$ cat src/rtl/wb_gpio_pkg.sv
// rtl/wb_gpio_pkg.sv - register offsets and byte-lane merge helper for wb_gpio_irq
package wb_gpio_pkg;

  localparam logic [2:0] REG_DATA_OUT   = 3'd0;
  localparam logic [2:0] REG_DIR        = 3'd1;
  localparam logic [2:0] REG_DATA_IN    = 3'd2;
  localparam logic [2:0] REG_IRQ_EN     = 3'd3;
  localparam logic [2:0] REG_IRQ_EDGE   = 3'd4;
  localparam logic [2:0] REG_IRQ_STATUS = 3'd5;
  localparam logic [2:0] REG_OUT_SET    = 3'd6;
  localparam logic [2:0] REG_OUT_CLR    = 3'd7;

  // Byte lanes with sel = 0 keep the old value.
  function automatic logic [31:0] apply_sel(input logic [31:0] old_val,
                                            input logic [31:0] new_val,
                                            input logic [3:0]  sel);
    logic [31:0] merged;
    for (int b = 0; b < 4; b++) begin
      merged[8*b +: 8] = sel[b] ? new_val[8*b +: 8] : old_val[8*b +: 8];
    end
    return merged;
  endfunction

endpackage

$ cat src/rtl/gpio_sync_edge.sv
// rtl/gpio_sync_edge.sv - pad input synchroniser with previous-sample register and edge outputs
module gpio_sync_edge #(
  parameter int WIDTH       = 8,
  parameter int SYNC_STAGES = 2
) (
  input  logic             clock,
  input  logic             reset,
  input  logic [WIDTH-1:0] pad,
  output logic [WIDTH-1:0] data_in,
  output logic [WIDTH-1:0] rise,
  output logic [WIDTH-1:0] fall
);

  logic [WIDTH-1:0] sync_q [SYNC_STAGES];
  logic [WIDTH-1:0] prev;

  always_ff @(posedge clock or posedge reset) begin
    if (reset) begin
      for (int i = 0; i < SYNC_STAGES; i++) sync_q[i] <= '0;
      prev <= '0;
    end else begin
      sync_q[0] <= pad;
      for (int i = 1; i < SYNC_STAGES; i++) sync_q[i] <= sync_q[i-1];
      prev <= sync_q[SYNC_STAGES-1];
    end
  end

  assign data_in = sync_q[SYNC_STAGES-1];
  assign rise    = data_in & ~prev;
  assign fall    = ~data_in & prev;

endmodule

$ cat src/rtl/wb_gpio_irq.sv
// rtl/wb_gpio_irq.sv - Wishbone classic GPIO slave with per-bit direction and edge interrupts
module wb_gpio_irq
  import wb_gpio_pkg::*;
#(
  parameter int               WIDTH       = 8,
  parameter int               SYNC_STAGES = 2,
  parameter logic [WIDTH-1:0] RESET_OUT   = '0,
  parameter logic [WIDTH-1:0] RESET_DIR   = '0
) (
  input  logic             clock,
  input  logic             reset,
  input  logic [31:0]      wb_adr_i,
  input  logic [31:0]      wb_dat_i,
  input  logic [3:0]       wb_sel_i,
  input  logic             wb_we_i,
  input  logic             wb_cyc_i,
  input  logic             wb_stb_i,
  output logic [31:0]      wb_dat_o,
  output logic             wb_ack_o,
  output logic             wb_err_o,
  input  logic [WIDTH-1:0] gpio_i,
  output logic [WIDTH-1:0] gpio_o,
  output logic [WIDTH-1:0] gpio_oe,
  output logic             irq_o
);

  logic [WIDTH-1:0] data_out, dir, irq_en, irq_edge, irq_status;
  logic [WIDTH-1:0] data_in, rise, fall, hit, status_cleared;
  logic [31:0]      out_ext, status_ext, rd_data;
  logic [2:0]       reg_sel;
  logic             req, wr;
  logic             unused_adr;

  gpio_sync_edge #(.WIDTH(WIDTH), .SYNC_STAGES(SYNC_STAGES)) u_sync_edge (
    .clock   (clock),
    .reset   (reset),
    .pad     (gpio_i),
    .data_in (data_in),
    .rise    (rise),
    .fall    (fall)
  );

  assign unused_adr = ^{wb_adr_i[31:5], wb_adr_i[1:0]};
  assign reg_sel    = wb_adr_i[4:2];
  assign req        = wb_cyc_i & wb_stb_i & ~wb_ack_o;
  assign wr         = req & wb_we_i;
  assign out_ext    = 32'(data_out);
  assign status_ext = 32'(irq_status);
  assign hit        = (irq_edge & rise) | (~irq_edge & fall);

  // A same-cycle hit is ORed in after the clear so the new event is never lost.
  always_comb begin
    status_cleared = irq_status;
    if (wr && reg_sel == REG_IRQ_STATUS)
      status_cleared = WIDTH'(apply_sel(status_ext, status_ext & ~wb_dat_i, wb_sel_i));
  end

  always_comb begin
    rd_data = '0;
    case (reg_sel)
      REG_DATA_OUT:   rd_data = out_ext;
      REG_DIR:        rd_data = 32'(dir);
      REG_DATA_IN:    rd_data = 32'(data_in);
      REG_IRQ_EN:     rd_data = 32'(irq_en);
      REG_IRQ_EDGE:   rd_data = 32'(irq_edge);
      REG_IRQ_STATUS: rd_data = status_ext;
      default:        rd_data = '0;
    endcase
  end

  always_ff @(posedge clock or posedge reset) begin
    if (reset) begin
      data_out   <= RESET_OUT;
      dir        <= RESET_DIR;
      irq_en     <= '0;
      irq_edge   <= '0;
      irq_status <= '0;
      irq_o      <= 1'b0;
      wb_ack_o   <= 1'b0;
      wb_dat_o   <= '0;
    end else begin
      wb_ack_o   <= req;
      wb_dat_o   <= (req && !wb_we_i) ? rd_data : 32'd0;
      irq_status <= status_cleared | hit;
      irq_o      <= |(irq_status & irq_en);
      if (wr) begin
        case (reg_sel)
          REG_DATA_OUT: data_out <= WIDTH'(apply_sel(out_ext, wb_dat_i, wb_sel_i));
          REG_DIR:      dir      <= WIDTH'(apply_sel(32'(dir), wb_dat_i, wb_sel_i));
          REG_IRQ_EN:   irq_en   <= WIDTH'(apply_sel(32'(irq_en), wb_dat_i, wb_sel_i));
          REG_IRQ_EDGE: irq_edge <= WIDTH'(apply_sel(32'(irq_edge), wb_dat_i, wb_sel_i));
          REG_OUT_SET:  data_out <= WIDTH'(apply_sel(out_ext, out_ext | wb_dat_i, wb_sel_i));
          REG_OUT_CLR:  data_out <= WIDTH'(apply_sel(out_ext, out_ext & ~wb_dat_i, wb_sel_i));
          default:      ;
        endcase
      end
    end
  end

  assign gpio_o   = data_out;
  assign gpio_oe  = dir;
  assign wb_err_o = 1'b0;

endmodule

$ cat config.mk
export PLATFORM = sky130hd
export DESIGN_NAME = wb_gpio_irq
export DESIGN_NICKNAME = d
export VERILOG_FILES = /design/src/rtl/wb_gpio_pkg.sv /design/src/rtl/gpio_sync_edge.sv /design/src/rtl/wb_gpio_irq.sv
export SDC_FILE = /design/constraint.sdc
export NUM_CORES = 1
export LEC_CHECK = 0
export BUFFER_PORTS_ARGS = -buffer_cell sky130_fd_sc_hd__buf_2
export CORE_UTILIZATION = 53
export CTS_CLUSTER_SIZE = 20
export DETAILED_ROUTE_END_ITERATION = 8
export PLACE_DENSITY = 0.86
export SYNTH_ARGS = -nofsm -noshare
export SYNTH_HDL_FRONTEND = slang
export SYNTH_SLANG_ARGS = --single-unit
$ cat constraint.sdc
create_clock -name clock -period 4.2 [get_ports clock]
set_clock_uncertainty 0.1 [all_clocks]
set_input_delay 0.21 -clock clock [delete_from_list [all_inputs] [get_ports clock]]
set_output_delay 0.21 -clock clock [all_outputs]
set_load 0.02 [all_outputs]
==> Yosys cells after proc, flatten, opt, wreduce, memory -nomap -nowiden <==
Index checks and enable logic that the tools add are counted.
{ "op_classes": {"n_eq_ne": 10, "reduce_logical": 10, "mux": 8, "bitwise": 18} }
{ "ops": {"columns": ["operator", "count"], "rows": [
  ["$and A8 B8 Y8", 7],
  ["$pmux W8 S6", 1],
  ["$mux W8", 5],
  ["$mux W32", 1],
  ["$not A8 Y8", 4],
  ["$or A8 B8 Y8", 3],
  ["$pmux W8 S3", 1],
  ["$eq A3 B3 Y1 const B", 4],
  ["$reduce_and A3 Y1", 3],
  ["$reduce_or A8 Y1", 1],
  ["$eq A3 B2 Y1 const B", 2],
  ["$ne A2 B2 Y1 const B", 3],
  ["$reduce_and A5 Y1", 1],
  ["$and A1 B1 Y1", 3],
  ["$eq A3 B1 Y1 const B", 1],
  ["$logic_not A3 Y1", 1],
  ["$reduce_bool A3 Y1", 1],
  ["$logic_and A1 B1 Y1", 2],
  ["$logic_not A1 Y1", 1],
  ["$not A1 Y1", 1]
]} }
{ "word_totals": {"elab_cells": 57, "ff_bits": 98, "input_bits": 81, "output_inout_bits": 51} }

==> Longest topological paths before layout <==
Gate-level depths: netlist of run 1.
{ "depth": {"ltp_word": 6, "depth_mapped": 6, "mapped_depth_nobuf": 4} }

==> Hierarchy <==
Synthesis of run 1 repeated with hierarchy kept, for this count alone.
{ "unflattened": {"hier_cells": 293, "area_unflattened_um2": 3537.1} }
{ "by_module_without_submodules": {"columns": ["module", "cells_each", "instances", "seq_area_each_um2", "area_per_inst_um2"], "rows": [
  ["wb_gpio_irq", 244, 1, 1251.2, 2732.6],
  ["gpio_sync_edge", 49, 1, 600.6, 804.5]
]} }

==> Worst setup path after synthesis of run 1 <==
Ideal clock, no wire load.
{ "synth_timing": {"path_kind": "reg-to-reg", "start": "register wb_ack_o", "end": "register irq_edge[0]", "slack_ns": 2.340, "path_buffers": 0, "required_time_ns": 3.975, "t_arrival_ns": 1.635, "setup_time_ns": 0.125, "stages_incl_launch_ff": 5, "path_cell_list": "dfrtp_1 nand3b_4 or2_4 nor3_4 mux2_2"} }
{ "synth_between": {"elab_chain_len": 4} }
{ "synth_rtl": {"columns": ["item", "line_no", "text"], "rows": [
  ["start: declaration", "wb_gpio_irq.sv:19", "output logic wb_ack_o,"],
  ["start signal: assignment", "wb_gpio_irq.sv:82", "wb_ack_o <= req;"],
  ["$not A1 Y1", "wb_gpio_irq.sv:45", "assign req = wb_cyc_i & wb_stb_i & ~wb_ack_o;"],
  ["$and A1 B1 Y1", "wb_gpio_irq.sv:45", null],
  ["$and A1 B1 Y1", "wb_gpio_irq.sv:46", "assign wr = req & wb_we_i;"],
  ["$reduce_and A3 Y1 (no line)", null, null],
  ["end signal: assignment", "wb_gpio_irq.sv:91", "REG_IRQ_EDGE: irq_edge <= WIDTH'(apply_sel(32'(irq_edge), wb_dat_i, wb_sel_i));"],
  ["end: declaration", "wb_gpio_irq.sv:27", "logic [WIDTH-1:0] data_out, dir, irq_en, irq_edge, irq_status;"]
]} }
No other way between the ends.
A chain may end at the register's enable or synchronous reset.

==> Final worst setup path of run 1 <==
{ "layout_timing": {"start": "register wb_ack_o", "end": "register dir[5], in the netlist gpio_oe[5]"} }
{ "layout_between": {"elab_chain_len": 4} }
{ "layout_rtl": {"columns": ["item", "line_no", "text"], "rows": [
  ["$not A1 Y1", "wb_gpio_irq.sv:45", null],
  ["$and A1 B1 Y1", "wb_gpio_irq.sv:45", null],
  ["$and A1 B1 Y1", "wb_gpio_irq.sv:46", null],
  ["$reduce_and A3 Y1 (no line)", null, null],
  ["end signal: assignment", "wb_gpio_irq.sv:89", "REG_DIR: dir <= WIDTH'(apply_sel(32'(dir), wb_dat_i, wb_sel_i));"],
  ["end: declaration", "wb_gpio_irq.sv:27", null]
]} }
No other way between the ends.

==> impl_metrics.json, run 1 <==
{
  "ant_nets": 0,
  "reg2reg_from": "wb_ack_o",
  "met1_usage_pct": 30.19,
  "fin_nets": 415,
  "status": "complete, no violations",
  "cpLargestDelayFamily": "simple AND/OR/NAND/NOR gates",
  "fin_cells": 414,
  "crit_start": "wb_ack_o",
  "tns_ns": 0,
  "viasPerCell": 5.742,
  "path_buf_inv": 0,
  "clkSinkCount": 74,
  "setup_viol": 0,
  "path_max_fanout": 10,
  "cts_buffers": 9,
  "io_buffers": 50,
  "netlist_instances": 274,
  "path_clk_slew_ns": 0.07,
  "relSlewSlack_pct": 48.59,
  "drive_gt1_share_pct": 30.97,
  "globalRouteOverflowTotal": 0,
  "antenna_cells": 0,
  "path_cells": "nand3b_4 > nor2_1 > and3_1 > mux2_2",
  "clk_latency_ns": 0.36,
  "gr-usage-met3_pct": 7.253,
  "slowest_delay_ns": 0.58,
  "core-area_mm2": 0.006096,
  "drc": 0,
  "grt_start_max_net_pins": 39,
  "slew_viol_final": 0,
  "power_density_mw_per_mm2": 415.4,
  "cap_violations": 0,
  "tightest_slew_ns": 0.7700,
  "synth_cell_types": 42,
  "syn_area_mm2": 0.003432,
  "grt_pass1_vias": 2341,
  "cp-start-kind": "register",
  "cts_tree": "done",
  "die_area_mm2": 0.006801,
  "hpwl_mm": 4.776,
  "leakage_uw": 0.001847,
  "clock.fmax_mhz": 490.1,
  "floorplan.initialDensity_pct": 56.30,
  "clk_path_buf_depth": 2,
  "antenna_found_initial": 0,
  "grt.total_usage_pct": 24.04,
  "finalWirelength_mm": 7.184,
  "yosys_warnings": 0,
  "via_count": 2377,
  "critPathSlowestCell": "and3_1",
  "post_drt_wl_per_cell_um": 17.35,
  "crit_path_end_kind": "register",
  "die_w_um": 82.47,
  "synth_area_per_cell_um2": 12.53,
  "ys_seq_area_share_pct": 53.96,
  "root_buffer": "clkbuf_8",
  "gp_congestion": 0.8108,
  "whs_ns": 0.02456,
  "die_h_um": 82.47,
  "hold_start": "wb_we_i",
  "rows": 28,
  "cts_resized": 0,
  "rsz0062_at_grt": "no",
  "fin_crit_sh_pct": 48.58,
  "io_pins": 132,
  "placed_cells": 389,
  "busiest_layer": "met2",
  "synth_seq_cells": 74,
  "fin_crit_ns": 2.040,
  "syn_to_final_growth_pct": 13.82,
  "cp_data_arrival_time_ns": 2.18,
  "firstDrtPassIters": 4,
  "vdd_drop_max_mv": 0.2847,
  "h-tree-depth": 3,
  "dr.first_iter.drc_count": 161,
  "grt_pass1_wl_mm": 11.51,
  "worstSetupPathType": "reg2reg",
  "hold_viol": 0,
  "hold_class": "in2reg",
  "required_ns": 4.34,
  "grt_util_met2_pct": 37.93
}
## final cells by class
class / count / area, µm²
inverter: 4 / 15.01
clock buffer: 9 / 123.9
fill: 485 / 2190
timing repair buffer: 60 / 347.8
clock inverter: 7 / 70.07
tap: 75 / 93.84
sequential: 74 / 1852
multi-input combinational: 185 / 1404
## through the flow
stage,util [%],worst slack [ns],power (µW),instance area [µm²]
2_1_floorplan,-,2.008,1025,3522
3_5_place_dp,59.42,1.926,1089,3622
5_1_grt,64.08,2.048,1695,3906
6_report,64.08,2.160,1623,3906
3_3_place_gp,59.42,1.943,1079,3622
4_1_cts,64.08,2.140,1629,3906
## repair_timing
action                    4_1_cts  5_1_grt
hold endpoints to repair       45        0
hold buffers                    9        0
buffers inserted                0        0
## state kept, by name, indices dropped and copies added (netlist names)
| register | flops |
|---|---|
| gpio_o | 8 |
| gpio_oe | 8 |
| irq_edge | 8 |
| irq_en | 8 |
| irq_o | 1 |
| irq_status | 8 |
| u_sync_edge.data_in | 8 |
| u_sync_edge.prev | 8 |
| u_sync_edge.sync_q | 8 |
| wb_ack_o | 1 |
| wb_dat_o | 8 |
## metal layers
metal	vias up	wire, µm
li1	1079	-
met4	0	182
met2	98	3615
met1	1180	2949
met5	-	0
met3	20	436
## logic make-up after synthesis
family                 share of synthesized area (%)
AO/OA/AOI/OAI                                  10.75
multiplexers                                   12.10
flip-flops                                     53.96
other                                         0.1093
AND/OR/NAND/NOR                                15.31
buffers and inverters                          7.765
## worst register-to-register path, stage by stage, from the launching register on
cell	delay [ns]
dfrtp_1	0.37
nand3b_4	0.23
nor2_1	0.25
and3_1	0.58
mux2_2	0.40
## worst paths after layout
check / cells after the start / to / slack, ns
max: 4 / gpio_oe[5] / 2.16
min: 2 / wb_dat_o[7] / 0.02
max reg2reg: 4 / gpio_oe[5] / 2.16
min reg2reg: 0 / u_sync_edge.data_in[2] / 0.25
max in group asynchronous: 4 / gpio_o[2] / 2.62
min in group asynchronous: 3 / gpio_o[0] / 0.43
## synth_stat cells
cell / number / area [µm²]
dfrtp_1: 74 / 1852
mux2_2: 26 / 292.8
buf_4: 25 / 187.7
a221o_1: 15 / 150.1
nor3b_1: 14 / 105.1
and2_1: 12 / 75.07
nor2_1: 12 / 45.04
nand2_1: 11 / 41.29
mux2i_1: 10 / 100.1
nor2b_1: 10 / 62.56
a22oi_1: 7 / 52.55
a21oi_1: 5 / 25.02
clkbuf_1: 4 / 15.01
o22ai_1: 4 / 25.02
a211oi_1: 3 / 22.52
buf_2: 3 / 15.01
buf_6: 3 / 33.78
inv_1: 3 / 11.26
nand3_1: 3 / 15.01
o21a_1: 3 / 22.52
a2111oi_0: 2 / 17.52
a222oi_1: 2 / 20.02
and3_1: 2 / 12.51
nand4_1: 2 / 12.51
nor4_4: 2 / 42.54
a221oi_1: 1 / 8.760
a2bb2oi_1: 1 / 8.760
and2b_2: 1 / 8.760
conb_1: 1 / 3.750
inv_2: 1 / 3.750
mux4_2: 1 / 22.52
nand2_4: 1 / 11.26
nand2b_1: 1 / 6.260
nand3b_4: 1 / 20.02
nor3_1: 1 / 5.000
nor3_4: 1 / 16.27
nor4b_4: 1 / 23.77
o221ai_1: 1 / 8.760
o31ai_1: 1 / 7.510
or2_2: 1 / 6.260
or2_4: 1 / 8.760
or4_1: 1 / 7.510
## where the power goes
group          switching (µW)  internal, µW  leakage (µW)
clock network             267           273     0.0000990
registers                46.7           772      0.000914
logic                     152           112      0.000833
## layout by cell type (no fill, tap or decap), types with 2 or more instances in the layout
master and count:
dfrtp_1 74, mux2_2 26, nor2b_1 10, clkbuf_8 9, dlygate4sd3_1 9, mux2i_1 10, clkinv_4 2, nand2_1 11
inv_2 2, o22ai_1 4, a211oi_1 3, nor3b_1 14, a22oi_1 7, nand3_1 3, nor2_1 12, and3_1 2
a222oi_1 2, a21oi_1 5, conb_1 25, buf_2 50, a2111oi_0 2, and2_1 12, nor4_4 2, inv_1 2
o21a_1 3, clkinv_2 3, nand4_1 2, a221o_1 15
Note: power is estimated with default switching activity, not from simulation.
==> run 2: changes to the inputs <==
--- a/config.mk
+++ b/config.mk
@@ -6,10 +6,10 @@
 export NUM_CORES = 1
 export LEC_CHECK = 0
 export BUFFER_PORTS_ARGS = -buffer_cell sky130_fd_sc_hd__buf_2
-export CORE_UTILIZATION = 53
+export CORE_UTILIZATION = 49
 export CTS_CLUSTER_SIZE = 20
 export DETAILED_ROUTE_END_ITERATION = 8
-export PLACE_DENSITY = 0.86
+export PLACE_DENSITY = 0.8
 export SYNTH_ARGS = -nofsm -noshare
 export SYNTH_HDL_FRONTEND = slang
 export SYNTH_SLANG_ARGS = --single-unit
==> constraint.sdc (replaced) <==
create_clock -name clock -period 2.01 [get_ports clock]
set_clock_uncertainty 0.1 [all_clocks]
set_input_delay 0.1005 -clock clock [delete_from_list [all_inputs] [get_ports clock]]
set_output_delay 0.1005 -clock clock [all_outputs]
set_load 0.02 [all_outputs]
==> run 2 against run 1 <==
Sequential cell count stayed put; global-route usage down 2.3 points; cell count up 12%; utilization decreased by 2.6 points; critical path depth grew 1; die area is 8.0% higher; total power increased by 100%; register-to-register slack worse by 2.0 ns; non-clock buffer count grew 31; first-iteration DRC count down 12%; design area grew 6.9%; maximum frequency up 9.1%; critical path type unchanged; largest cell class unchanged.
==> impl_metrics.json, run 2 (synthesis gave the netlist of run 1 again) <==
{
  "status": "complete, no violations",
  "met1_usage_pct": 28.86,
  "via_count": 2420,
  "finish.utilization_pct": 61.44,
  "rows": 30,
  "fin_nets": 446,
  "tightest_slew_ns": 0.5128,
  "die_h_um": 85.69,
  "power_density_mw_per_mm2": 784.6,
  "cpLargestDelayFamily": "simple AND/OR/NAND/NOR gates",
  "busiest_layer": "met2",
  "vdd_drop_max_mv": 0.4761,
  "grt_util_met2_pct": 33.89,
  "root_buffer": "clkbuf_8",
  "die_w_um": 85.69,
  "slowest_delay_ns": 0.37,
  "syn_to_final_growth_pct": 21.62,
  "finalWirelength_mm": 7.284,
  "cap_violations": 0,
  "whs_ns": 0.1556,
  "core-area_mm2": 0.006794,
  "io_pins": 132,
  "grt_pass1_wl_mm": 11.96,
  "multi_input_area_mm2": 0.001404,
  "ff_latch_area_mm2": 0.001852,
  "cp-start-kind": "register",
  "path_cells": "nand3b_4 > nor2_1 > and3_1 > buf_4 > mux2_2",
  "tns_ns": 0,
  "cp_data_arrival_time_ns": 2.00,
  "setup_viol": 0,
  "fin_crit_sh_pct": 93.03,
  "gr-usage-met3_pct": 5.679,
  "path_max_fanout": 7,
  "antenna_found_initial": 0,
  "io_buffers": 50,
  "required_ns": 2.14,
  "dpl_cell_area_mm2": 0.003815,
  "final_cell_mix": "dfrtp_1, buf_2, mux2_2",
  "clock.fmax_mhz": 534.8,
  "globalRouteOverflowTotal": 0,
  "post_drt_wl_per_cell_um": 15.70,
  "antenna_cells": 0,
  "ant_nets": 0,
  "drc": 0,
  "critPathSlowestCell": "dfrtp_1",
  "clk_latency_ns": 0.35,
  "grt_pass1_vias": 2451,
  "path_clk_slew_ns": 0.07,
  "grt.total_usage_pct": 21.75,
  "rsz0062_at_grt": "no",
  "power.total_uw": 3275,
  "crit_path_end_kind": "register",
  "hpwl_mm": 5.141,
  "relSlewSlack_pct": 64.93,
  "path_buf_inv": 1,
  "dr.first_iter.drc_count": 142,
  "drive_gt1_share_pct": 33.15,
  "die_area_mm2": 0.007343,
  "fin_crit_ns": 1.870,
  "h-tree-depth": 3,
  "worstSetupPathType": "reg2reg",
  "clkSinkCount": 74,
  "mostFrequentLayoutCell": "dfrtp_1",
  "hold_class": "in2reg",
  "fin_area_mm2": 0.004174,
  "hold_viol": 0,
  "gp_congestion": 0.8263,
  "fill_cells": 548,
  "r2r_setup_slack_ns": 0.14,
  "slew_viol_final": 0,
  "leakage_uw": 0.001976,
  "clk_path_buf_depth": 2,
  "grt_start_max_net_pins": 75,
  "viasPerCell": 5.216,
  "cts_buffers": 9,
  "cts_resized": 0,
  "floorplan.initialDensity_pct": 50.52,
  "firstDrtPassIters": 4,
  "cts_tree": "done"
}
run 2: cell types whose count changed in the layout (fill, tap and decap cells not counted), sizes merged:
cell and delta:
buf +20, bufinv -1, clkbuf +2, clkinv -3, clkinvlp +1, dlygate4sd3 +11, inv -1
run 2: final cells by class:
cell class | instances | share of cell area, %
sequential | 74 | 44.36
multi-input combinational | 185 | 33.63
timing repair buffer | 91 | 14.87
clock buffer | 11 | 3.387
tap | 96 | 2.878
inverter | 4 | 0.4496
clock inverter | 3 | 0.4197
run 2: tightest hold or removal path, cell delays in order:
cell	delay (ns)
buf_2	0.11
nand3b_4	0.14
buf_4	0.15
a2111oi_0	0.06
run 2: metal layers:
| metal | part of all wire, % | vias to the layer above |
|---|---|---|
| met2 | 48 | 83 |
| met3 | 5.1 | 13 |
| met4 | 1.9 | 0 |
| met5 | 0 | - |
| li1 | - | 1130 |
| met1 | 45 | 1194 |
run 2: worst paths after layout:
kind	start	to	cells past startpoint
max	wb_ack_o	irq_en[2]	5
min	wb_cyc_i	wb_dat_o[0]	4
max reg2reg	wb_ack_o	irq_en[2]	5
min reg2reg	u_sync_edge.sync_q[11]	u_sync_edge.data_in[3]	0
max in group asynchronous	reset	irq_en[3]	4
min in group asynchronous	reset	u_sync_edge.data_in[4]	4
run 2: what timing repair did:
| item | CTS | global route |
|---|---|---|
| hold buffers | 20 | 0 |
| buffers inserted | 0 | 0 |
| hold endpoints to repair | 119 | 0 |
run 2: power breakdown:
group,switching [µW],internal [µW]
logic,321,261
registers,97.9,1610
clock network,517,464
total,937,2340
run 2: metrics by stage:
step | setup slack, ns | cells
global route | 0.04216 | 464
CTS | 0.1508 | 464
floorplan | 0.1498 | 298
finish | 0.1401 | 464
global placement | 0.2117 | 430
detailed placement | 0.1527 | 430
